$ cat src/rtl/jk_cmd_debounce.sv
// jk_cmd_debounce: command front end for the JK state-machine flip-flop.
// Two independent channels (set -> j/set_lvl, clr -> k/clr_lvl), each with
// a 2-FF synchroniser, an 8-bit qualification counter and a 4-state FSM.
// A level change is accepted only after DB_CYCLES consecutive identical
// synchronised samples. Each accepted press gives exactly one j/k pulse.
//
// Ports:
//   clk      - rising-edge clock shared with the downstream JK FSM
//   reset    - asynchronous, active-high reset
//   set_in   - raw, asynchronous, bouncy set command
//   clr_in   - raw, asynchronous, bouncy clear command
//   j        - one-cycle pulse on an accepted set press (registered)
//   k        - one-cycle pulse on an accepted clear press (registered)
//   set_lvl  - debounced level of set_in (registered)
//   clr_lvl  - debounced level of clr_in (registered)
//
// DB_CYCLES must lie in 2..255 so that DB_CYCLES-1 fits the 8-bit counter.

module jk_cmd_debounce #(
    parameter int unsigned DB_CYCLES = 4
) (
    input  logic clk,
    input  logic reset,
    input  logic set_in,
    input  logic clr_in,
    output logic j,
    output logic k,
    output logic set_lvl,
    output logic clr_lvl
);

    localparam int unsigned CNT_W  = 8;
    localparam int unsigned NUM_CH = 2;
    localparam logic [CNT_W-1:0] CNT_LAST = CNT_W'(DB_CYCLES - 1);

    typedef enum logic [1:0] {
        IDLE    = 2'd0,
        QUAL_HI = 2'd1,
        PRESSED = 2'd2,
        QUAL_LO = 2'd3
    } db_state_e;

    // Channel 0 is set, channel 1 is clear.
    logic [NUM_CH-1:0] raw;
    assign raw = {clr_in, set_in};

    for (genvar ch = 0; ch < NUM_CH; ch++) begin : g_ch
        logic             s1_q;
        logic             s2_q;
        logic             pulse_q;
        logic             lvl_q;
        db_state_e        state_q;
        logic [CNT_W-1:0] cnt_q;

        // Synchroniser plus debounce FSM; only s2_q feeds the FSM.
        always_ff @(posedge clk or posedge reset) begin
            if (reset) begin
                s1_q    <= 1'b0;
                s2_q    <= 1'b0;
                pulse_q <= 1'b0;
                lvl_q   <= 1'b0;
                state_q <= IDLE;
                cnt_q   <= '0;
            end else begin
                s1_q    <= raw[ch];
                s2_q    <= s1_q;
                pulse_q <= 1'b0;
                case (state_q)
                    IDLE: begin
                        if (s2_q) begin
                            state_q <= QUAL_HI;
                            cnt_q   <= CNT_W'(1);
                        end
                    end
                    QUAL_HI: begin
                        if (!s2_q) begin
                            state_q <= IDLE;
                        end else if (cnt_q == CNT_LAST) begin
                            // The only edge that ever raises the pulse.
                            state_q <= PRESSED;
                            pulse_q <= 1'b1;
                            lvl_q   <= 1'b1;
                        end else begin
                            cnt_q <= cnt_q + CNT_W'(1);
                        end
                    end
                    PRESSED: begin
                        if (!s2_q) begin
                            state_q <= QUAL_LO;
                            cnt_q   <= CNT_W'(1);
                        end
                    end
                    QUAL_LO: begin
                        if (s2_q) begin
                            // Release bounce: return without a new pulse.
                            state_q <= PRESSED;
                        end else if (cnt_q == CNT_LAST) begin
                            state_q <= IDLE;
                            lvl_q   <= 1'b0;
                        end else begin
                            cnt_q <= cnt_q + CNT_W'(1);
                        end
                    end
                    default: begin
                        state_q <= IDLE;
                        lvl_q   <= 1'b0;
                    end
                endcase
            end
        end
    end

    assign j       = g_ch[0].pulse_q;
    assign set_lvl = g_ch[0].lvl_q;
    assign k       = g_ch[1].pulse_q;
    assign clr_lvl = g_ch[1].lvl_q;

endmodule
$ cat config.mk
export PLATFORM = sky130hd
export DESIGN_NAME = jk_cmd_debounce
export DESIGN_NICKNAME = d
export VERILOG_FILES = /design/src/rtl/jk_cmd_debounce.sv
export SDC_FILE = /design/constraint.sdc
export NUM_CORES = 1
export LEC_CHECK = 0
export CAP_MARGIN = 40
export CELL_PAD_IN_SITES_DETAIL_PLACEMENT = 0
export CELL_PAD_IN_SITES_GLOBAL_PLACEMENT = 1
export CORE_ASPECT_RATIO = 1.1
export CORE_UTILIZATION = 49
export CTS_CLUSTER_DIAMETER = 30
export CTS_CLUSTER_SIZE = 8
export DETAILED_ROUTE_END_ITERATION = 6
export GPL_TIMING_DRIVEN = 0
export PLACE_DENSITY = 0.85
export SLEW_MARGIN = 40
export SYNTH_ARGS = -nofsm -noshare
export SYNTH_HDL_FRONTEND = slang
export SYNTH_SLANG_ARGS = --single-unit
$ cat constraint.sdc
create_clock -name clk -period 3.19 [get_ports clk]
set_input_delay 0.638 -clock clk [delete_from_list [all_inputs] [get_ports clk]]
set_output_delay 0.638 -clock clk [all_outputs]
set_load 0.01 [all_outputs]
==> metrics.cfg <==
[clocking]
clock_sinks = 28
numCtsBuffers = 3
cts_setup_buffers = 0
clk_pin_slew_ns = 0.15
htree_levels = 1
clk_latency_ns = 0.32
cts-root-buf = clkbuf_4
cts_hold_buf = 0
cts.path.max_buffers = 2
cts_tree = yes
ctsResizeCount = 0

[grt]
grt_first_pass_wirelength_um = 4910
first_global_vias = 1123
grt_overflow_total = 0
antenna_found_initial = 0
track_usage = 0.209
grt_max_degree = 29

[critical_path]
cpLargestDelayFamily = buffers and inverters
cp.required_ns = 2.55
rrSetupSlack_ns = 1.31
critPathMaxFanout = 3
crit_chain = clkdlybuf4s50_1
worstRegToRegCells = 5
r2r-start = g_ch[0].cnt_q[0]$_DFFE_PP0P_
cp_data_arrival_time_ns = 1.26
cpPeakStageDelay_ns = 0.54
crit_slowest_cell = clkdlybuf4s50_1
r2r_end = g_ch[0].cnt_q[2]$_DFFE_PP0P_
endpoint_kind = primary output
critical_path_buf_inv_count = 1
crit_path_start_kind = flip-flop
criticalPathCategory = flip-flop to primary output

[synth]
synth_top_cells_by_area = dfrtp_1 (49%), nand3_1 (4.2%), nand2_1 (2.9%)
yosys.area.top_type = dfrtp_1
async_flop_share = 1.00
syn_inst = 135
synth_top_area_frac = 0.494
syn_area_um2 = 1420
syn_nets = 141
syn-mean-instance-area_um2 = 10.5
synth_cell_types = 43
ys_ff_latch = 28
ys.flop_type = dfrtp_1
ys_warn_count = 0
seq_area_frac_synth = 0.494
synth_edf_count = 0

[layout]
mostFrequentLayoutCells = dfrtp_1 (28), nand3_1 (12), nand2_1 (11)
antenna_cells = 0
final_common_cell = dfrtp_1
fillers = 262
syn2layout_area_growth_pct = 11.6
drive_gt1_frac = 0.0685
nets = 153

[pwr]
power_density_nw_per_um2 = 751
p_total_mw = 1.19
vdd_drop_max_mv = 0.432
leakage_nw = 0.691

[sta]
skew_ns = 0.00638
fin_crit_sh = 0.595
worst_slew_pin_slew_ns = 0.653
hold_violations = 0
period_needed_ns = 1.90
finalSetupTns_ns = 0
slew_headroom = 0.561
fmax_ghz = 0.527
holdWs_ns = 0.366
finalMaxSlewViolations = 0
grt_setup_unrepaired = false
setup_viol = 0

[drt]
met3_length_um = 47
post-route-drc-count = 0
drt_iter0_drc = 48
ant_nets = 0
firstDrtPassIters = 4
routed_wirelength_um = 2720
vias_per_cell = 6.32
wl_met1_um = 1260
met2_length_um = 1390
vias = 1132
wl_per_cell_um = 15.2
top_layer_used = met4

[worst_hold_path]
min_path_type = flip-flop to flip-flop
whs_endpoint = g_ch[1].s2_q$_DFF_PP0_
hold_depth = 0
worstHoldStart = g_ch[1].s1_q$_DFF_PP0_

[die]
floorplan.rows = 20
fp.dieH_um = 58.4
fp.dieW_um = 53.3
initial_utilization = 0.515
core_um2 = 2750
die_area_um2 = 3110
pin_count = 8

[status]
status = finished clean

[place]
place.gp.congestion = 0.797
dp_hpwl_um = 1960
port-buffer-count = 7

[run]
maxCapViolations = 0

-- synth_stat cells, types with 2 or more instances --
cell type / instances
nor4b_1: 3
or4b_4: 2
or4_1: 5
a32o_1: 4
nand4_1: 3
o211ai_1: 5
o2111ai_1: 2
a211o_1: 2
o21ai_0: 2
clkbuf_1: 5
nor3_1: 2
dfrtp_1: 28
nand2_1: 11
nand3_1: 12
nor2b_1: 3
a21o_1: 3
xnor2_1: 2
nand2b_1: 3
xor2_1: 2
nor4_1: 2
a21oi_1: 3
nor2_1: 4
inv_1: 5
ha_1: 2
o31ai_1: 2
-- where the power goes --
part | switching [mW] | leakage (nW) | total (mW) | internal, mW
Combinational | 0.269 | 0.300 | 0.461 | 0.192
Sequential | 0.0753 | 0.364 | 0.498 | 0.422
Clock | 0.102 | 0.0279 | 0.229 | 0.127
-- cells by family (layout without fill, tap and decap cells) --
group           count (synthesis)  count (layout)  share of synthesized area
xor+xnor                        4               4                     0.0247
fa+ha+maj                       2               2                     0.0176
simple gates                   54              54                      0.228
flops                          28              28                      0.494
mux                             2               2                     0.0150
compound gates                 34              34                      0.192
buf+inv                        11              22                     0.0291
-- sequential cells by signal, summed over array words and instances (netlist names), named ones only --
| name | cells |
|---|---|
| clr_lvl | 1 |
| g_ch.cnt_q | 16 |
| g_ch.s1_q | 2 |
| g_ch.s2_q | 2 |
| g_ch.state_q | 2 |
| j | 1 |
| k | 1 |
| set_lvl | 1 |
-- worst register-to-register path: cells and delay by family (launching register included) --
kind	cells	cell delay, ns
simple gates	1	0.53
compound gates	2	0.45
flops	1	0.44
fa+ha+maj	1	0.26
buf+inv	1	0.10
-- worst max path at each step --
| stage | from | to | slack (ns) | cells past startpoint |
|---|---|---|---|---|
| after floorplan | g_ch[0].cnt_q[0]$_DFFE_PP0P_ | g_ch[0].cnt_q[2]$_DFFE_PP0P_ | 1.50 | 5 |
| after global placement | reset | j$_DFF_PP0_ | 1.25 | 2 |
| after detailed placement | g_ch[0].cnt_q[0]$_DFFE_PP0P_ | g_ch[0].cnt_q[2]$_DFFE_PP0P_ | 1.35 | 5 |
| after CTS | set_lvl$_DFFE_PP0P_ | set_lvl | 1.28 | 1 |
| after global routing | clr_lvl$_DFFE_PP0P_ | clr_lvl | 1.23 | 1 |
| final | set_lvl$_DFFE_PP0P_ | set_lvl | 1.29 | 1 |
-- final cells by class --
type	instances	area, um^2	share of cell area
inverter	6	22.5	0.0142
multi-input combinational	96	676	0.427
timing repair buffer	7	70.1	0.0443
clock inverter	1	30.0	0.0190
tap	33	41.3	0.0261
clock buffer	3	22.5	0.0142
buffer	5	18.8	0.0119
sequential	28	701	0.443
-- metrics by stage --
step / cell area (um^2) / util / setup slack, ns / instances
final: 1580 / 0.575 / 1.29 / 179
after detailed placement: 1530 / 0.555 / 1.35 / 175
after global routing: 1580 / 0.575 / 1.23 / 179
after CTS: 1580 / 0.575 / 1.28 / 179
after global placement: 1530 / 0.555 / 1.25 / 175
after floorplan: 1420 / - / 1.50 / 135
-- routing by layer --
layer  track usage  vias up
met4        0.0602        0
met5             0        -
met1         0.263      573
met3        0.0310        2
li1              -      546
met2         0.366       11
No activity file was read; power rests on OpenSTA's default activity.
